**config.mk**
```make
export PLATFORM = sky130hd
export DESIGN_NAME = mem_arbiter
export DESIGN_NICKNAME = d
export VERILOG_FILES = /design/src/rtl/mem_arbiter.sv
export SDC_FILE = /design/constraint.sdc
export NUM_CORES = 1
export LEC_CHECK = 0
export CAP_MARGIN = 20
export CORE_AREA = 2 2 102 104
export DETAILED_ROUTE_END_ITERATION = 6
export DIE_AREA = 0 0 104 106
export HOLD_SLACK_MARGIN = 0.12
export MAX_ROUTING_LAYER = met4
export PLACE_DENSITY = 0.78
export SLEW_MARGIN = 10
export SYNTH_ARGS = -nofsm -noshare
export SYNTH_HDL_FRONTEND = slang
export SYNTH_SLANG_ARGS = --single-unit
```
**constraint.sdc**
```tcl
create_clock -name clk -period 2 [get_ports clk]
set_input_delay 0.4 -clock clk [delete_from_list [all_inputs] [get_ports clk]]
set_output_delay 0.4 -clock clk [all_outputs]
set_load 0.005 [all_outputs]
```
**src/rtl/mem_arbiter.sv**
```systemverilog
// mem_arbiter: shares one single-port synchronous memory between instruction fetch and load/store,
// with data priority bounded by a consecutive-grant streak so fetch latency stays limited.
module mem_arbiter #(
  parameter int BUS_WIDTH       = 32,
  parameter int ADDR_WIDTH      = 32,
  parameter int MAX_DATA_STREAK = 4
) (
  input  logic                  clk,
  input  logic                  rstb,
  input  logic                  if_req,
  input  logic [ADDR_WIDTH-1:0] if_addr,
  output logic                  if_gnt,
  output logic                  if_rvalid,
  output logic [BUS_WIDTH-1:0]  if_rdata,
  input  logic                  d_req,
  input  logic                  d_we,
  input  logic [ADDR_WIDTH-1:0] d_addr,
  input  logic [BUS_WIDTH-1:0]  d_wdata,
  output logic                  d_gnt,
  output logic                  d_rvalid,
  output logic [BUS_WIDTH-1:0]  d_rdata,
  output logic                  mem_en,
  output logic                  mem_we,
  output logic [ADDR_WIDTH-1:0] mem_addr,
  output logic [BUS_WIDTH-1:0]  mem_wdata,
  input  logic [BUS_WIDTH-1:0]  mem_rdata
);
  localparam int SW = $clog2(MAX_DATA_STREAK + 1);
  localparam logic [SW-1:0] SMAX = SW'(MAX_DATA_STREAK);
  typedef enum logic [1:0] {OWN_NONE, OWN_IF, OWN_D} owner_t;
  owner_t owner, owner_nxt;
  logic [SW-1:0] streak, streak_nxt;
  logic [BUS_WIDTH-1:0] if_hold, d_hold;
  logic if_win, d_win;
  // grants are gated by rstb so nothing reaches the memory while in reset
  always_comb begin
    if_win     = rstb && if_req && (!d_req || streak == SMAX);
    d_win      = rstb && d_req && !if_win;
    owner_nxt  = if_win ? OWN_IF : (d_win && !d_we) ? OWN_D : OWN_NONE;
    streak_nxt = (if_req && d_win) ? ((streak == SMAX) ? streak : streak + 1'b1) : '0;
  end
  assign if_gnt    = if_win;
  assign d_gnt     = d_win;
  assign mem_en    = if_win || d_win;
  assign mem_we    = d_win && d_we;
  assign mem_addr  = if_win ? if_addr : (d_win ? d_addr : '0);
  assign mem_wdata = d_win ? d_wdata : '0;
  assign if_rvalid = owner == OWN_IF;
  assign d_rvalid  = owner == OWN_D;
  // response data passes through in the rvalid cycle, then the hold register keeps it
  assign if_rdata  = if_rvalid ? mem_rdata : if_hold;
  assign d_rdata   = d_rvalid ? mem_rdata : d_hold;
  always_ff @(posedge clk or negedge rstb) begin
    if (!rstb) begin
      owner   <= OWN_NONE;
      streak  <= '0;
      if_hold <= '0;
      d_hold  <= '0;
    end else begin
      owner  <= owner_nxt;
      streak <= streak_nxt;
      if (if_rvalid) if_hold <= mem_rdata;
      if (d_rvalid) d_hold <= mem_rdata;
    end
  end
endmodule

```
======== Yosys cells after proc, flatten, opt, wreduce, memory -nomap -nowiden ========
Index checks and enable logic that the tools add are counted.
cells by class
  add/sub/neg operators ................... 1
  equal/unequal tests ..................... 4
  muxes and demuxes ....................... 9
  reduce and logical (&&, ||, !) cells .... 12
operators by type and width
  kind                                           number
  2-to-1 mux 32 bit                              5
  logical AND 1 bit                              7
  2-to-1 mux 3 bit                               2
  2-to-1 mux 2 bit                               2
  adder 3 x 1 -> 3 bit, second input constant    1
  == test 3 bit, second input constant           1
  zero test 1 bit                                3
  == test 2 x 1 -> 1 bit, second input constant  1
  == test 2 bit, second input constant           1
  logical OR 1 bit                               2
  != test 2 bit, second input constant           1
word-level totals
  register bits ........................... 69
  input bits .............................. 133
  output and inout bits ................... 134
  word-level logic and storage cells ...... 30

======== Depth between registers and ports, before layout ========
Gate-level depths: netlist of run 1.
  word-level depth ........................ 8
  gate-level depth with buffers ........... 6
  mapped depth without buffers ............ 5

======== Least setup slack after synthesis of run 1 ========
No wires, ideal clock.
  path kind ............................... reg-to-output
  start ................................... register streak[0]
  end ..................................... output port mem_addr[22]
  arrival time ............................ 1.308 ns
  setup slack ............................. 0.292 ns
  stages on the path, launching flop included .. 7
  path through ............................ dfrtp_1 inv_1 ha_1 nand2_2 a21oi_2 buf_4 a22o_1
between the ends
  longest elaborated chain between the ends .. 7
RTL lines
  item                    line  RTL
  start, declared         32    logic [SW-1:0] streak, streak_nxt;
  start signal, assigned  61    streak <= streak_nxt;
  == test 3 bit *         37    if_win = rstb && if_req && (!d_req || streak == SMAX);
  logical OR 1 bit *      37
  logical AND 1 bit *     37
  named net if_gnt        12    output logic if_gnt,
  zero test 1 bit         38    d_win = rstb && d_req && !if_win;
  logical AND 1 bit       38
  2-to-1 mux 32 bit       46    assign mem_addr = if_win ? if_addr : (d_win ? d_addr : '0);
  2-to-1 mux 32 bit *     46
  end, declared           24    output logic [ADDR_WIDTH-1:0] mem_addr,
Mark *: on every way through the listed nets, which the timed path passes. The rest lies on a longest branch.

======== Worst setup path after layout of run 1 ========
  start ................................... register streak[0]
  end ..................................... output port mem_addr[27]
between the ends
  longest elaborated chain between the ends .. 7
RTL lines
  item                 line
  == test 3 bit *      37
  logical OR 1 bit *   37
  logical AND 1 bit *  37
  zero test 1 bit      38
  logical AND 1 bit    38
  2-to-1 mux 32 bit    46
  2-to-1 mux 32 bit *  46
Mark *: on every way between the ends. The rest lies on a longest branch, timed or not.

==> results of run 1 <==
-- how the worst max path moves through the flow --
| stage | startpoint | end | depth (start not counted) |
|---|---|---|---|
| CTS | streak[1] | mem_addr[18] | 9 |
| detailed placement | d_req | mem_addr[29] | 6 |
| global placement | d_req | mem_addr[29] | 6 |
| floorplan | streak[0] | mem_addr[22] | 6 |
| finish | streak[0] | mem_addr[27] | 10 |
| global route | streak[0] | mem_addr[30] | 10 |
-- final cells by class --
type | instances | area [um^2]
Sequential cell | 69 | 1730
Timing Repair Buffer | 357 | 3680
Multi-Input combinational cell | 146 | 1700
Inverter | 3 | 11.3
Fill cell | 686 | 2530
Clock inverter | 6 | 63.8
Clock buffer | 9 | 124
Tap cell | 136 | 170
-- registers in the layout, indices dropped and copies added (netlist names) --
signal and flops:
if_hold 32, d_hold 32, streak 3, owner 2
-- worst max-delay path, stage by stage (launching register included) --
cell     delay, ps
dfrtp_1        380
inv_2           60
ha_4           180
nand2_4         90
a21oi_4         60
buf_6          120
buf_12         130
buf_16         130
buf_6          110
a22o_1         210
buf_2          130
-- power groups by stage --
stage	clock, mW	sequential (mW)	combinational [mW]
floorplan	0	1.73	0.491
global placement	0	1.74	1.57
detailed placement	0	1.76	1.59
CTS	1.13	1.73	1.70
global route	1.19	1.77	2.10
finish	1.10	1.75	2.00
-- routing by layer --
layer | routed length (um) | GRT usage, % | share of wire, % | vias up
li1 | - | - | - | 1537
met1 | 5830 | 29.0 | 37 | 1737
met2 | 8440 | 48.5 | 53 | 161
met3 | 835 | 5.82 | 5.2 | 34
met4 | 810 | 14.0 | 5.1 | 0
met5 | 0 | - | 0 | -
-- stage by stage --
step | setup TNS, ps | util, % | power (mW) | cells
2_1_floorplan | 0 | - | 2.22 | 236
3_3_place_gp | -33620 | 61.5 | 3.30 | 638
3_5_place_dp | -35530 | 61.5 | 3.35 | 638
4_1_cts | -21590 | 71.7 | 4.57 | 710
5_1_grt | -24480 | 74.7 | 5.06 | 726
6_report | -17360 | 74.7 | 4.84 | 726
-- cells by family (layout without fill, tap and decap cells) --
kind of cell | after synthesis | count (layout) | share of synthesized area, %
compound gates | 35 | 35 | 9.91
fa+ha+maj | 2 | 2 | 0.780
buf+inv | 21 | 375 | 4.17
flops | 69 | 69 | 53.8
mux | 65 | 65 | 22.8
simple gates | 44 | 44 | 8.54
-- layout by cell type (no fill, tap or decap), types with 10 or more instances in the layout --
master and n:
a22o_1 30, and2_1 10, and2_4 24, buf_12 10, buf_16 11, buf_2 39, buf_4 32, buf_6 96
buf_8 10, clkbuf_2 19, clkdlybuf4s50_1 130, dfrtp_1 69, mux2_4 60
-- repair_timing --
item                                   4_1_cts  5_1_grt
gates resized for setup                    565      169
endpoints found under the hold margin        3        0
setup endpoints to repair                  134      130
gates cloned                                14        1
setup buffers                               44       29
pin swaps                                   35       11
hold buffers                                 1        0
==> impl_metrics.env, run 1 <==
export IMPL_power_share_clock_pct=22.6
export IMPL_yosysUniqueCellTypes=21
export IMPL_synth_edf_count=0
export IMPL_synth_fp_nets=371
export IMPL_worstSetupEndpointType="primary output"
export IMPL_cts_root_buf="clkbuf_8"
export IMPL_timing_max_slew_rel_slack_pct=45.0
export IMPL_post_synth_instance_area_um2=3210
export IMPL_dominantRegCellSynth="dfrtp_1"
export IMPL_die_area_um2=11000
export IMPL_power_per_cell_area_nw_per_um2=648
export IMPL_io_buffer_count=266
export IMPL_timing_clock_skew_ps=10.3
export IMPL_rsz0062_at_grt="yes"
export IMPL_finalWorstSetupSlack_ps=-312
export IMPL_internal_power_mw=3.56
export IMPL_pwr_share_comb_pct=41.3
export IMPL_power_switching_fraction_pct=26.5
export IMPL_fin_nets=721
export IMPL_netlist_area_leader_share_pct=53.8
export IMPL_timing_critical_path_arrival_ps=1910
export IMPL_worstSetupStartpointType="flop"
export IMPL_insertion_delay_of_the_later_clocked_pin_in_the_worst_skew_pair_ps=330
export IMPL_leakage_nw=3.64
export IMPL_max_clock_freq_mhz=432
export IMPL_cts_buffers_inserted=9
export IMPL_globalRouteOverflowTotal=0
export IMPL_seqPwrFrac_pct=36.1
export IMPL_drc=0
export IMPL_hold_viol=0
export IMPL_ir_worst_vdd_uv=342
export IMPL_finalWirelength_um=15900
export IMPL_first_pass_detailed_route_iteration_total=4
export IMPL_detailed_place_area_um2=6150
export IMPL_grt_first_pass_wirelength_um=22000
export IMPL_viasPerCell=4.78
export IMPL_max_capacitance_violation_total=0
export IMPL_antenna_cells=0
export IMPL_violations_in_the_final_reports="negative setup slack"
export IMPL_cells_after_synth=236
export IMPL_tightest_slew_ps=824
export IMPL_dr_total_vias=3469
export IMPL_routed_wire_length_per_instance_um=21.9
export IMPL_synthTopCellsByArea="dfrtp_1 54%, mux2_2 22%, a22o_1 8.7%"
export IMPL_place_ws_ps=-642
export IMPL_globalplace_congestion=0.985
export IMPL_timing_final_setup_violations=111
export IMPL_vias_in_the_first_global_route=3764
export IMPL_h_tree_depth=3
export IMPL_worst_r2r_setup_slack_ps=440
export IMPL_boundary_pin_count=267
export IMPL_ys_seq_area_share_pct=53.8
export IMPL_ys_top_cells_by_count="69 x dfrtp_1, 64 x mux2_2, 34 x and2_1"
export IMPL_final_design_area_no_fill_um2=7470
export IMPL_critical_path_reg2reg_startpoint="owner[1]"
export IMPL_layout_area_overhead_vs_synth_pct=133
export IMPL_layout_min_cycle_time_ps=2310
export IMPL_ys_warnings_count=0
export IMPL_net_switching_power_mw=1.28
export IMPL_final_clock_period_utilization_by_the_worst_path_pct=116
export IMPL_drt_iter0_markers=108
export IMPL_timing_critical_path_fanout_max=5
export IMPL_worst_r2r_endpoint="if_hold[0]"
export IMPL_initial_utilization_pct=32.1
export IMPL_maximum_number_of_pins_on_one_net_before_global_route_repair=67
export IMPL_antenna_found_initial=0
export IMPL_cts_tree="yes"
export IMPL_synthDominantAreaCellType="dfrtp_1"
export IMPL_ant_nets=0
export IMPL_run_status="finished with violations"
export IMPL_drive_above_1_share_pct=56.9
export IMPL_final_max_slew_viol_count=0
export IMPL_worst_endpoint_required_ps=1600
export IMPL_asyncSetResetFlopFracSynth_pct=100
export IMPL_cts_root_to_sink_buffers=2
export IMPL_floorplan_die_height_um=106
export IMPL_floorplan_core_area_um2=10000
export IMPL_grt_usage_pct=27.4
export IMPL_floorplan_die_width_um=104
export IMPL_criticalPathCategory="reg2out"
export IMPL_path_type_of_the_worst_min_delay_path="in2async"
export IMPL_avgSynthCellArea_um2=13.6
export IMPL_r2r_cells=6
export IMPL_ys_ff_latch=69
export IMPL_dpl_hpwl_um=10700
export IMPL_finalHoldWorstSlack_ps=388
export IMPL_clk_transition_reported_paths_ps=80
export IMPL_row_count=37
export IMPL_cts_sink_count=69
export IMPL_synth_most_common_cell="dfrtp_1"
Power figures use the tool's default switching activity.
==> inputs of run 2 (changes only) <==
--- a/config.mk
+++ b/config.mk
@@ -6,12 +6,12 @@
 export NUM_CORES = 1
 export LEC_CHECK = 0
 export CAP_MARGIN = 20
-export CORE_AREA = 2 2 102 104
+export CORE_ASPECT_RATIO = 1.2
+export CORE_MARGIN = 5
+export CORE_UTILIZATION = 33
 export DETAILED_ROUTE_END_ITERATION = 6
-export DIE_AREA = 0 0 104 106
 export HOLD_SLACK_MARGIN = 0.12
-export MAX_ROUTING_LAYER = met4
-export PLACE_DENSITY = 0.78
+export PLACE_DENSITY = 0.79
 export SLEW_MARGIN = 10
 export SYNTH_ARGS = -nofsm -noshare
 export SYNTH_HDL_FRONTEND = slang
==> impl_metrics.env, run 2 (synthesis gave the netlist of run 1 again) <==
export IMPL_tightest_slew_ps=523
export IMPL_timing_critical_path_slowest_stage_cell="dfrtp_1"
export IMPL_floorplan_core_area_um2=9520
export IMPL_timing_critical_path_arrival_ps=1920
export IMPL_globalplace_congestion=0.826
export IMPL_floorplan_die_width_um=100
export IMPL_final_max_slew_viol_count=0
export IMPL_routed_wire_length_per_instance_um=24.3
export IMPL_grt_usage_pct=27.2
export IMPL_dpl_hpwl_um=11500
export IMPL_final_clock_period_utilization_by_the_worst_path_pct=116
export IMPL_viasPerCell=4.91
export IMPL_cp_buffers_inverters=6
export IMPL_fin_nets=725
export IMPL_die_area_um2=11800
export IMPL_critical_path_top_cell_by_count="buf_6"
export IMPL_ir_worst_vdd_uv=496
export IMPL_grt_first_pass_wirelength_um=23800
export IMPL_maximum_number_of_pins_on_one_net_before_global_route_repair=43
export IMPL_floorplan_die_height_um=118
export IMPL_layout_area_overhead_vs_synth_pct=139
export IMPL_io_buffer_count=266
export IMPL_vias_in_the_first_global_route=3864
export IMPL_cts_tree="yes"
export IMPL_cts_sink_count=69
export IMPL_timing_critical_path_fanout_max=5
export IMPL_worst_endpoint_required_ps=1600
export IMPL_nFillCells=547
export IMPL_first_pass_detailed_route_iteration_total=4
export IMPL_multi_input_comb_area_um2=1740
export IMPL_timing_critical_path_cells="inv_2, ha_4, a31oi_4, buf_6, buf_6, buf_6, buf_16, a22o_1, buf_2"
export IMPL_cts_root_buf="clkbuf_16"
export IMPL_leakage_nw=3.73
export IMPL_regArea_um2=1730
export IMPL_antenna_cells=0
export IMPL_antenna_found_initial=0
export IMPL_drc=0
export IMPL_power_per_cell_area_nw_per_um2=698
export IMPL_violations_in_the_final_reports="negative setup slack"
export IMPL_timing_final_setup_violations=112
export IMPL_final_design_area_no_fill_um2=7680
export IMPL_cts_buffers_inserted=9
export IMPL_top_regs="d_hold (32), if_hold (32), streak (3)"
export IMPL_ant_nets=0
export IMPL_boundary_pin_count=267
export IMPL_initial_utilization_pct=33.7
export IMPL_critical_path_reg2reg_startpoint="owner[1]"
export IMPL_hold_viol=0
export IMPL_timing_max_slew_rel_slack_pct=65.2
export IMPL_row_count=39
export IMPL_worst_r2r_setup_slack_ps=280
export IMPL_cts_root_to_sink_buffers=2
export IMPL_rsz0062_at_grt="yes"
export IMPL_drive_above_1_share_pct=59.4
export IMPL_cp_top_family="buffers and inverters"
export IMPL_finalWorstSetupSlack_ps=-320
export IMPL_max_clock_freq_mhz=431
export IMPL_run_status="finished with violations"
export IMPL_clk_transition_reported_paths_ps=60
export IMPL_leading_cell_type_in_the_layout_fill_and_taps_excluded="clkdlybuf4s50_1"
export IMPL_h_tree_depth=3
export IMPL_globalRouteOverflowTotal=0
export IMPL_worst_r2r_endpoint="if_hold[23]"
export IMPL_worstSetupStartpointType="flop"
export IMPL_final_cell_mix="130 x clkdlybuf4s50_1, 115 x buf_6, 69 x dfrtp_1, 58 x mux2_4, 33 x and2_4"
export IMPL_drt_iter0_markers=122
export IMPL_criticalPathCategory="reg2out"
export IMPL_worstSetupEndpointType="primary output"
export IMPL_timing_critical_path_depth=9
export IMPL_dr_total_vias=3518
export IMPL_layout_min_cycle_time_ps=2320
export IMPL_max_capacitance_violation_total=0
export IMPL_r2r_cells=8
export IMPL_finalWirelength_um=17400
export IMPL_insertion_delay_of_the_later_clocked_pin_in_the_worst_skew_pair_ps=330
export IMPL_cpPeakStageDelay_ps=400
export IMPL_timing_clock_skew_ps=5.19
export IMPL_path_type_of_the_worst_min_delay_path="in2async"
export IMPL_finalPower_mw=5.36
export IMPL_detailed_place_area_um2=6110
## run 2: changes by cell type in the layout (fill, tap and decap cells not counted), moves of 5 or more
cell,previous run,this run
buf_6,96,115
buf_8,10,4
clkbuf_16,1,12
and2_1,10,1
clkbuf_8,9,0
buf_12,10,15
buf_2,39,30
and2_4,24,33
## run 2: routing by layer
metal / wire, um / track usage (%)
met2: 9050 / 47.5
met3: 1500 / 7.05
met1: 6310 / 31.5
met4: 584 / 10.2
met5: 0 / 0
## run 2: repair_timing
item,CTS,global route
resized for setup,622,134
hold buffers,0,0
setup endpoints to repair,134,132
pin swaps,48,24
cloned,12,3
setup buffers,47,26
## run 2: layout make-up
type | count | area share, %
clock inverters | 6 | 0.831
multi-input cells | 146 | 22.7
repair buffers | 361 | 48.9
inverters | 3 | 0.147
well taps | 123 | 2.00
clock buffers | 9 | 2.93
flip-flops and latches | 69 | 22.5
## run 2: worst max-delay path by stage
stage                   start  slack [ps]            to
finish              streak[0]        -320  mem_addr[10]
global route        streak[0]        -370  mem_addr[25]
CTS                 streak[1]        -270  mem_addr[23]
detailed placement      d_req        -660  mem_addr[21]
global placement        d_req        -620  mem_addr[21]
floorplan           streak[0]         290  mem_addr[22]
## run 2: report_power, final
| group | switching (mW) | total (mW) | internal, mW |
|---|---|---|---|
| registers | 0.0897 | 1.76 | 1.67 |
| logic | 0.697 | 2.04 | 1.34 |
| clock network | 0.610 | 1.57 | 0.958 |
## run 2: stage by stage
stage          TNS (ps)  hold slack, ps  cells  setup slack [ps]  utilization, %
6_report         -18540             135    717              -320            80.7
5_1_grt          -23410             151    717              -369            80.7
4_1_cts          -19360             129    701              -274            77.6
3_5_place_dp     -33720             481    628              -660            64.3
3_3_place_gp     -31940             478    628              -622            64.3
2_1_floorplan         0             104    236               292               -
